===== config.mk =====
export PLATFORM = sky130hd
export DESIGN_NAME = fifo2axi_unpack
export DESIGN_NICKNAME = d
export VERILOG_FILES = /design/src/rtl/fifo2axi_unpack.sv
export SDC_FILE = /design/constraint.sdc
export NUM_CORES = 2
export LEC_CHECK = 0
export CAP_MARGIN = 20
export CORE_AREA = 2 2 363 365
export CTS_CLUSTER_SIZE = 16
export DETAILED_ROUTE_END_ITERATION = 6
export DIE_AREA = 0 0 365 367
export DONT_BUFFER_PORTS = 1
export GPL_TIMING_DRIVEN = 0
export SYNTH_ARGS = -nofsm -noshare
export SYNTH_HDL_FRONTEND = slang
export SYNTH_SLANG_ARGS = --single-unit

===== constraint.sdc =====
create_clock -name clk -period 3.1 [get_ports clk]
set_input_delay 0.31 -clock clk [delete_from_list [all_inputs] [get_ports clk]]
set_output_delay 0.31 -clock clk [all_outputs]
set_load 0.05 [all_outputs]

===== src/rtl/fifo2axi_unpack.sv =====
// fifo2axi_unpack: rebuilds 256-bit AXI-Stream beats from a FWFT FIFO of
// 202-bit stored words (24-byte payload + control). Four data words (kinds
// 1..4) carry three beats; a kind-0 header word supplies the packet tuser.
//
// Ports
//   clk, reset      single clock, synchronous active-high reset
//   din             stored word {payload[201:10], cnt[9:5], kind[4:2], last[1], unused[0]}
//   din_valid       FWFT word present
//   din_rd_en       pop strobe (combinational)
//   m_tdata/m_tstrb/m_tuser/m_tlast/m_tvalid/m_tready   AXI-Stream master
//   proto_err       one-cycle pulse when a word of the wrong kind is dropped
//   pkt_count       packets emitted (handshakes with m_tlast), wraps
module fifo2axi_unpack #(
   parameter int unsigned TDATA_WIDTH        = 32,
   parameter int unsigned TUSER_WIDTH        = 16,
   parameter int unsigned CROPPED_DATA_WIDTH = 24
) (
   input  logic                            clk,
   input  logic                            reset,
   input  logic [CROPPED_DATA_WIDTH*8+9:0] din,
   input  logic                            din_valid,
   output logic                            din_rd_en,
   output logic [TDATA_WIDTH*8-1:0]        m_tdata,
   output logic [TDATA_WIDTH-1:0]          m_tstrb,
   output logic [TUSER_WIDTH*8-1:0]        m_tuser,
   output logic                            m_tlast,
   output logic                            m_tvalid,
   input  logic                            m_tready,
   output logic                            proto_err,
   output logic [15:0]                     pkt_count
);

   localparam int unsigned DW = TDATA_WIDTH * 8;
   localparam int unsigned UW = TUSER_WIDTH * 8;
   localparam int unsigned PW = CROPPED_DATA_WIDTH * 8;

   typedef enum logic [2:0] {
      HDR = 3'd0,
      D1  = 3'd1,
      D2  = 3'd2,
      D3  = 3'd3,
      D4  = 3'd4
   } state_t;

   // Strobe for a final beat holding c bytes; c == 0 means a full beat.
   function automatic logic [TDATA_WIDTH-1:0] strb_of(input logic [4:0] c);
      logic [TDATA_WIDTH-1:0] s;
      for (int i = 0; i < int'(TDATA_WIDTH); i++) begin
         s[i] = (c == 5'd0) || (5'(i) < c);
      end
      return s;
   endfunction

   // Zero every data byte whose strobe bit is clear.
   function automatic logic [DW-1:0] mask_bytes(input logic [DW-1:0] d,
                                                input logic [TDATA_WIDTH-1:0] s);
      logic [DW-1:0] r;
      for (int i = 0; i < int'(TDATA_WIDTH); i++) begin
         r[8*i +: 8] = d[8*i +: 8] & {8{s[i]}};
      end
      return r;
   endfunction

   // Word fields
   logic [PW-1:0] pay;
   logic [4:0]    cnt;
   logic [2:0]    kind;
   logic          last;
   logic          unused_bit;

   assign pay        = din[PW+9:10];
   assign cnt        = din[9:5];
   assign kind       = din[4:2];
   assign last       = din[1];
   assign unused_bit = din[0];

   state_t                 state_q, state_d;
   logic [PW-1:0]          res_q, res_d;
   logic [UW-1:0]          tuser_q, tuser_d;
   logic                   tail_q, tail_d;
   logic [DW-1:0]          tail_data_q, tail_data_d;
   logic [TDATA_WIDTH-1:0] tail_strb_q, tail_strb_d;

   logic [DW-1:0]          tdata_d;
   logic [TDATA_WIDTH-1:0] tstrb_d;
   logic [UW-1:0]          tuser_out_d;
   logic                   tlast_d, tvalid_d, err_d;

   logic                   ld, ld_last;
   logic [DW-1:0]          ld_data;
   logic [TDATA_WIDTH-1:0] ld_strb, fin_strb;
   logic [2:0]             exp_kind;
   logic                   out_free, pop;

   // A word may be popped only when the output register can take a beat.
   assign out_free  = !m_tvalid || m_tready;
   assign din_rd_en = din_valid && out_free && !reset;
   assign pop       = din_rd_en;
   assign fin_strb  = strb_of(cnt);

   // FSM state register
   always_ff @(posedge clk) begin
      if (reset) state_q <= HDR;
      else       state_q <= state_d;
   end

   // Next state, residue/tuser update and output-register next values
   always_comb begin
      state_d     = state_q;
      res_d       = res_q;
      tuser_d     = tuser_q;
      tail_d      = tail_q;
      tail_data_d = tail_data_q;
      tail_strb_d = tail_strb_q;
      err_d       = 1'b0;
      ld          = 1'b0;
      ld_last     = 1'b0;
      ld_data     = '0;
      ld_strb     = '1;
      tvalid_d    = m_tvalid;
      tdata_d     = m_tdata;
      tstrb_d     = m_tstrb;
      tuser_out_d = m_tuser;
      tlast_d     = m_tlast;

      case (state_q)
         D1:      exp_kind = 3'd1;
         D2:      exp_kind = 3'd2;
         D3:      exp_kind = 3'd3;
         D4:      exp_kind = 3'd4;
         default: exp_kind = 3'd0;
      endcase

      if (pop) begin
         if (kind != exp_kind) begin
            // Drop the word and any partial beat; a header restarts a packet.
            err_d = 1'b1;
            res_d = '0;
            if (kind == 3'd0) begin
               tuser_d = pay[UW-1:0];
               state_d = D1;
            end else begin
               state_d = HDR;
            end
         end else begin
            case (state_q)
               HDR: begin
                  tuser_d = pay[UW-1:0];
                  res_d   = '0;
                  state_d = D1;
               end
               D1: begin
                  if (last) begin
                     ld      = 1'b1;
                     ld_last = 1'b1;
                     ld_strb = fin_strb;
                     ld_data = mask_bytes({64'b0, pay}, fin_strb);
                     res_d   = '0;
                     state_d = HDR;
                  end else begin
                     res_d   = pay;
                     state_d = D2;
                  end
               end
               D2: begin
                  ld      = 1'b1;
                  ld_data = {pay[63:0], res_q};
                  if (last) begin
                     res_d   = '0;
                     state_d = HDR;
                     if (cnt == 5'd0 || cnt >= 5'd25) begin
                        ld_last = 1'b1;
                        ld_strb = fin_strb;
                        ld_data = mask_bytes({pay[63:0], res_q}, fin_strb);
                     end else begin
                        // B0 goes out full now; B1 follows from the tail register.
                        tail_d      = 1'b1;
                        tail_strb_d = fin_strb;
                        tail_data_d = mask_bytes({128'b0, pay[191:64]}, fin_strb);
                     end
                  end else begin
                     res_d   = pay;
                     state_d = D3;
                  end
               end
               D3: begin
                  ld      = 1'b1;
                  ld_data = {pay[127:0], res_q[191:64]};
                  if (last) begin
                     res_d   = '0;
                     state_d = HDR;
                     if (cnt == 5'd0 || cnt >= 5'd17) begin
                        ld_last = 1'b1;
                        ld_strb = fin_strb;
                        ld_data = mask_bytes({pay[127:0], res_q[191:64]}, fin_strb);
                     end else begin
                        tail_d      = 1'b1;
                        tail_strb_d = fin_strb;
                        tail_data_d = mask_bytes({192'b0, pay[191:128]}, fin_strb);
                     end
                  end else begin
                     res_d   = pay;
                     state_d = D4;
                  end
               end
               D4: begin
                  ld      = 1'b1;
                  ld_data = {pay, res_q[191:128]};
                  if (last) begin
                     ld_last = 1'b1;
                     ld_strb = fin_strb;
                     ld_data = mask_bytes({pay, res_q[191:128]}, fin_strb);
                     res_d   = '0;
                     state_d = HDR;
                  end else begin
                     state_d = D1;
                  end
               end
               default: state_d = HDR;
            endcase
         end
      end

      // A pending tail only exists in HDR, where popped words never emit a
      // beat, so the tail and a word-driven load never compete.
      if (tail_q && out_free) begin
         tail_d      = 1'b0;
         tvalid_d    = 1'b1;
         tdata_d     = tail_data_q;
         tstrb_d     = tail_strb_q;
         tlast_d     = 1'b1;
         tuser_out_d = tuser_q;
      end else if (ld) begin
         tvalid_d    = 1'b1;
         tdata_d     = ld_data;
         tstrb_d     = ld_strb;
         tlast_d     = ld_last;
         tuser_out_d = tuser_q;
      end else if (m_tvalid && m_tready) begin
         tvalid_d = 1'b0;
      end
   end

   // Datapath and output registers
   always_ff @(posedge clk) begin
      if (reset) begin
         res_q       <= '0;
         tuser_q     <= '0;
         tail_q      <= 1'b0;
         tail_data_q <= '0;
         tail_strb_q <= '0;
         m_tvalid    <= 1'b0;
         m_tdata     <= '0;
         m_tstrb     <= '0;
         m_tuser     <= '0;
         m_tlast     <= 1'b0;
         proto_err   <= 1'b0;
         pkt_count   <= '0;
      end else begin
         res_q       <= res_d;
         tuser_q     <= tuser_d;
         tail_q      <= tail_d;
         tail_data_q <= tail_data_d;
         tail_strb_q <= tail_strb_d;
         m_tvalid    <= tvalid_d;
         m_tdata     <= tdata_d;
         m_tstrb     <= tstrb_d;
         m_tuser     <= tuser_out_d;
         m_tlast     <= tlast_d;
         proto_err   <= err_d;
         if (m_tvalid && m_tready && m_tlast) pkt_count <= pkt_count + 16'd1;
      end
   end

endmodule

# Yosys cells after proc, flatten, opt, wreduce, memory -nomap -nowiden
# Index checks and enable logic that the tools add are counted.
[totals]
output_inout_bits = 436
ff_bits = 1047
wordCells = 333
[op_classes]
reduce_logical = 58
add_sub_neg = 1
eq_ne = 11
bitwise = 146
n_mux = 70
order_cmp = 34
[ops]
columns = ["cell", "count"]
rows = [
  ["two-way mux 256 bit", 13],
  ["AND 8 bit", 144],
  ["case mux 256 bit (4 select lines)", 1],
  ["two-way mux 192 bit", 4],
  ["two-way mux 128 bit", 5],
  ["case mux 192 bit (3 select lines)", 1],
  ["case mux 256 bit (2 select lines)", 1],
  ["two-way mux 32 bit", 13],
  ["case mux 32 bit (3 select lines)", 1],
  ["< comparator 5 bit (first input constant)", 16],
  ["case mux 32 bit (2 select lines)", 1],
  ["< comparator 4 x 5 -> 1 bit (first input constant)", 8],
  ["logical OR 1 bit", 35],
  ["two-way mux 1 bit", 21],
  ["< comparator 3 x 5 -> 1 bit (first input constant)", 4],
  ["adder 16 x 1 -> 16 bit (second input constant)", 1],
  ["case mux 3 bit (5 select lines)", 1],
  ["case mux 3 bit (4 select lines)", 1],
  ["greater-or-equal comparator 5 bit (second input constant)", 2],
  ["< comparator 1 x 5 -> 1 bit (first input constant)", 2],
  ["< comparator 2 x 5 -> 1 bit (first input constant)", 2],
  ["inequality test 2 bit (second input constant)", 4],
  ["AND reduction 7 bit", 1],
  ["equality test 3 x 2 -> 1 bit (second input constant)", 2],
  ["20 further kinds", 36],
]

# Longest topological paths before layout
[logic_depth]
ltp_word = 10
ltp_mapped = 11

# Worst setup path before layout
# No wires, ideal clock.
[synth_timing]
path_type = "register to register"
start = "register m_tvalid"
end = "register tuser_q[125]"
path_buffers = 3
slack_ns = 0.603
synth_period_minus_slack_ns = 2.497
path_stages_with_launch = 8
setup_time_ns = 0.131
arrival_time_ns = 2.366
t_required_ns = 2.969
path_cell_list = "dfxtp_1 > nand2b_1 > nand3_1 > nor4b_1 > clkbuf_1 > clkbuf_1 > clkbuf_1 > o21ai_0"
[synth_between]
elab_chain_len = 5
[synth_rtl]
columns = ["item", "line", "text"]
rows = [
  ["from (decl)", "27", "output logic m_tvalid,"],
  ["from (signal assigned)", "265", "m_tvalid <= tvalid_d;"],
  ["logical NOT 1 bit", "96", "assign out_free = !m_tvalid || m_tready;"],
  ["logical OR 1 bit", "96", ""],
  ["logical AND 1 bit (2 in series)", "97", "assign din_rd_en = din_valid && out_free && !reset;"],
  ["AND reduction 3 bit (no line)", "n/a", ""],
  ["to (signal assigned)", "261", "tuser_q <= tuser_d;"],
  ["to (decl)", "79", "logic [UW-1:0] tuser_q, tuser_d;"],
]
# Every way passes these cells.
# A chain may end at the register's enable or synchronous reset.

# Final worst setup path
[layout_timing]
start = "register state_q[0]"
end = "register m_tdata[128]"
[layout_between]
elab_chain_len = 7
elab_cells_between_ends = 16
cone_classes = "eq/ne (5); mux (9); reduce/logical (2)"
[layout_rtl]
columns = ["item", "line", "text"]
rows = [
  ["from (decl)", "77", "state_t state_q, state_d;"],
  ["from (signal assigned)", "104", "else state_q <= state_d;"],
  ["equality test 3 bit, or another cell as far along", "126, 146", ""],
  ["case mux 3 bit (4 select lines)", "126", "case (state_q)"],
  ["inequality test 3 bit", "135", "if (kind != exp_kind) begin"],
  ["two-way mux 256 bit", "135", ""],
  ["two-way mux 256 bit", "134", "if (pop) begin"],
  ["two-way mux 256 bit", "233", "end else if (ld) begin"],
  ["two-way mux 256 bit", "226", "if (tail_q && out_free) begin"],
  ["to (signal assigned)", "266", "m_tdata <= tdata_d;"],
  ["to (decl)", "23", "output logic [TDATA_WIDTH*8-1:0] m_tdata,"],
]
# Several ways; a longest one is shown, not always the timed one. The select of a mux whose other input is x is not followed.

==> metrics.md <==
| Metric | Value |
|---|---|
| Initial Util | `0.297` |
| Cell count along the critical path | `8` |
| Final worst clock skew | `0.0303 ns` |
| Max-Slew Margin vs Limit | `0.126` |
| Iteration-0 DRC count of the detailed router | `5412` |
| FMAX | `311 MHz` |
| Boundary pin count | `642` |
| Max-slew violation total from the final report | `0` |
| Total Power Consumption | `26.9 mW` |
| Total global routing track utilization | `0.324` |
| Register bit count reported by yosys | `919` |
| Maximum fanout along the worst path | `10` |
| IO Port Bufs | `0` |
| Final core utilization | `0.366` |
| Routed len/inst | `34.2 um` |
| Worst setup startpoint | `state_q[0]` |
| Cells on worst reg2reg path | `8` |
| Type of the worst setup path | `reg -> reg` |
| XOR/XNOR Fraction of Synth Area | `0.00362` |
| Global placement routability congestion | `1.01` |
| Cell type with the highest occurrence count on the critical path | `nor2_1` |
| Buffers & Inverters on Critical Path | `2` |
| Violated checks | `DRC, setup timing` |
| Largest vdd supply drop | `0.467 mV` |
| Count of final setup violators | `19` |
| H-tree depth reported by CTS | `3` |
| Synthesized-area fraction occupied by adder cells | `0.000323` |
| Reg-to-reg critical path endpoint | `m_tdata[128]` |
| TritonCTS Sinks | `919` |
| Via count of the first global-routing pass | `37500` |
| Area of the core region | `0.130 sq mm` |
| RSZ-0062 raised after global routing | `true` |
| Clk Tree Root Cell | `clkbuf_16` |
| Worst slack at placement | `-1.63 ns` |
| Proportion of synthesized chip area in sequential cells | `0.475` |
| Wire length of the first global-routing pass | `307000 um` |
| Post-synthesis instance area | `0.0387 sq mm` |
| Die Ht | `367 um` |
| Wire length after detailed routing | `225000 um` |
| Die Wd | `365 um` |
| Setup crit end | `m_tdata[128]` |
| Worst Slack Setup Final | `-0.114 ns` |
| Fillcell total | `13400` |
| Number of buffers created by CTS | `105` |
| Number of antenna violations at the first check in global routing | `39` |
| Transition time at the pin with the least slew margin | `1.31 ns` |
| Post-route ant nets | `0` |
| Placed wire-length estimate after detailed placement | `169000 um` |
| Leakage dissipation | `16.8 nW` |
| R2R Path Start | `state_q[0]` |
| Ys Warns | `0` |
| Count of different cell masters after synthesis | `64` |
| Worst Hold Class | `in -> reg` |
| Vias per std cell | `6.00` |
| Routed via count | `39500` |
| Main combinational cell family by area after synthesis | `compound AO/OA/AOI/OAI gates` |
| Clock network latency to the later pin of the worst-skew pair | `0.74 ns` |
| Slowest stage delay, CP | `0.71 ns` |
| Sum of overflow across all layers after global routing | `0` |
| CP Launch Type | `flop` |
| Critical-path cell with the highest stage delay | `nor2_1` |
| Nature of the critical path endpoint | `flop` |
| CP required | `3.77 ns` |
| Avg Inst Size Synth | `8.88 sq um` |
| Crit-path cells | `buf_2 -> nand2_1 -> or3_1 -> clkbuf_2 -> nor2_1 -> a222oi_1 -> a2bb2oi_1 -> nor2_1` |
| Reg-to-reg slack, setup | `-0.11 ns` |
| Worst endpoint data arrival time | `3.88 ns` |
| Net count after synthesis | `4572` |
| Top FF cell, synth | `dfxtp_1` |
| Status | `finished, violations left` |
| Endpoints failing hold | `0` |
| Minimum period implied by the final worst setup slack | `3.21 ns` |
| Mapped Cells | `4365` |
| Number of synthesized flops with an enable pin | `0` |
| NumNets Final | `4914` |
| DRC violations left | `2` |
| Clock edge transition at the registers on the reported setup and hold paths | `0.06 ns` |
| Period utilization | `1.04` |
| Simple-gate share of the synthesized area | `0.157` |
| Pin count of the biggest net entering global routing | `18` |
| TritonCTS clock tree | `done` |
| Proportion of synthesized flip-flops having asynchronous set or reset | `0` |
| Kind of cell with the highest combined delay on the critical path | `simple AND/OR/NAND/NOR gates` |
| DIE AREA | `0.134 sq mm` |
| Multiplexer share of the synthesized area | `0.0532` |
| Area overhead of the layout relative to synthesis | `23.3%` |
| Power density normalized to cell area | `563 mW/mm^2` |
| Compound-Gate Fraction of Synth Area | `0.270` |
| Max Cap Viol | `0` |
| Number of detailed-routing iterations run before antenna repair | `7` |
| Max Root-Sink Buffers | `3` |
| Row count | `133` |
| Ratio of cells with drive above 1 in the final layout | `0.106` |
## synth_stat cells, types with 6 or more instances
| master | number | share of area |
|---|---|---|
| nand2_1 | 772 | 0.075 |
| a311oi_1 | 27 | 0.0061 |
| xor2_1 | 11 | 0.0025 |
| nor3b_1 | 8 | 0.0016 |
| buf_2 | 78 | 0.010 |
| a31oi_1 | 11 | 0.0018 |
| o21ai_0 | 217 | 0.028 |
| a21oi_1 | 263 | 0.034 |
| mux2_2 | 32 | 0.0093 |
| a221o_1 | 117 | 0.030 |
| nor4_1 | 11 | 0.0018 |
| o21a_1 | 9 | 0.0017 |
| nor2_1 | 309 | 0.030 |
| o221ai_1 | 21 | 0.0047 |
| nand3_1 | 82 | 0.011 |
| a221oi_1 | 46 | 0.010 |
| a22o_1 | 250 | 0.057 |
| o2bb2ai_1 | 38 | 0.0086 |
| mux2i_1 | 170 | 0.044 |
| nor3_1 | 61 | 0.0079 |
| and2_1 | 19 | 0.0031 |
| o221a_2 | 10 | 0.0029 |
| nand4_1 | 12 | 0.0019 |
| and3_1 | 96 | 0.015 |
| a222oi_1 | 88 | 0.023 |
| inv_1 | 8 | 0.00078 |
| nand2b_1 | 33 | 0.0053 |
| a2bb2oi_1 | 24 | 0.0054 |
| a21o_1 | 41 | 0.0079 |
| clkbuf_1 | 251 | 0.024 |
| dfxtp_1 | 919 | 0.47 |
| a211o_1 | 17 | 0.0038 |
| a32oi_1 | 6 | 0.0014 |
| a211oi_1 | 36 | 0.0070 |
| buf_1 | 51 | 0.0049 |
| a22oi_1 | 93 | 0.018 |
| or2_2 | 6 | 0.00097 |
| a32o_1 | 8 | 0.0021 |
| o22ai_1 | 17 | 0.0027 |
| o31ai_1 | 57 | 0.011 |
| or3_1 | 6 | 0.00097 |
## power breakdown
| part | internal (mW) | leakage, nW | switching, mW | total [mW] |
|---|---|---|---|---|
| Clock | 7.95 | 1.81 | 5.46 | 13.4 |
| Sequential | 11.8 | 7.40 | 0.0335 | 11.9 |
| Combinational | 0.410 | 7.58 | 1.20 | 1.61 |
| Total | 20.2 | 16.8 | 6.69 | 26.9 |
## registers in the layout, indices dropped and copies added (netlist names), 3 cells and up
signal / cells
m_tdata: 256
res_q: 192
m_tuser: 128
tail_data_q: 128
tuser_q: 128
m_tstrb: 32
tail_strb_q: 32
pkt_count: 16
state_q: 3
## worst min path at each step
stage              from               to  cells after the start
2_1_floorplan   din[10]       tuser_q[0]                      2
3_3_place_gp    din[24]      tuser_q[14]                      2
3_5_place_dp   din[142]  tail_data_q[68]                      1
4_1_cts         din[18]     m_tdata[136]                      3
5_1_grt        din[122]     m_tdata[240]                      3
6_report        din[17]     m_tdata[135]                      4
## tightest hold or removal path, cell delays in order
cell and delay [ns]:
mux2_2 0.13, a222oi_1 0.08, a2bb2oi_1 0.14, nor2_1 0.07
## cell type report
class	instances	area [sq um]	share of cell area
multi-input combinational	3055	19100	0.401
clock inverter	34	453	0.00948
sequential	919	18400	0.385
buffer	379	1780	0.0373
timing repair buffer	239	2500	0.0522
tap	1755	2200	0.0460
clock buffer	160	3210	0.0672
inverter	8	30.0	0.000629
antenna	29	72.6	0.00152
## layer usage
layer | track usage | wire (um) | vias up
li1 | - | - | 16900
met1 | 0.377 | 81800 | 19300
met2 | 0.489 | 97400 | 2612
met3 | 0.140 | 30700 | 584
met4 | 0.193 | 14700 | 24
met5 | 0 | 159 | -
## layout by cell type, fill, tap and decap left out, drive strengths merged, types with 96 or more instances in the layout
master,n
clkbuf,416
dlygate4sd3,196
a22o,250
a221o,117
nand2,772
mux2i,170
nor2,309
o21ai,218
and3,96
buf,161
dfxtp,919
a21oi,264
## through the flow
| step | hold slack, ns | std cells | cell area [sq um] | setup TNS, ns |
|---|---|---|---|---|
| 2_1_floorplan | 0.419 | 4365 | 38700 | 0 |
| 3_3_place_gp | 0.420 | 6120 | 40900 | -1342.42 |
| 3_5_place_dp | 0.427 | 6150 | 41400 | -593.76 |
| 4_1_cts | 0.00199 | 6545 | 47400 | -0.00351 |
| 5_1_grt | 0.0328 | 6567 | 47700 | -2.10 |
| 6_report | 0.0387 | 6578 | 47800 | -0.954 |
## kinds of logic (layout without fill, tap and decap cells)
family	Yosys count	after routing
AND/OR/NAND/NOR	1427	1427
XOR/XNOR	16	16
multiplexers	202	202
AO/OA/AOI/OAI	1409	1409
adder cells (fa/ha/maj)	1	1
other	0	29
flip-flops	919	919
buffers and inverters	391	820
## what timing repair did
item,4_1_cts,5_1_grt
hold endpoints to repair,708,0
hold buffers,196,0
pin swaps,3,0
resized for setup,155,90
setup buffers,9,0
endpoints found under the setup margin,895,494
(Power assumes the default switching activity.)
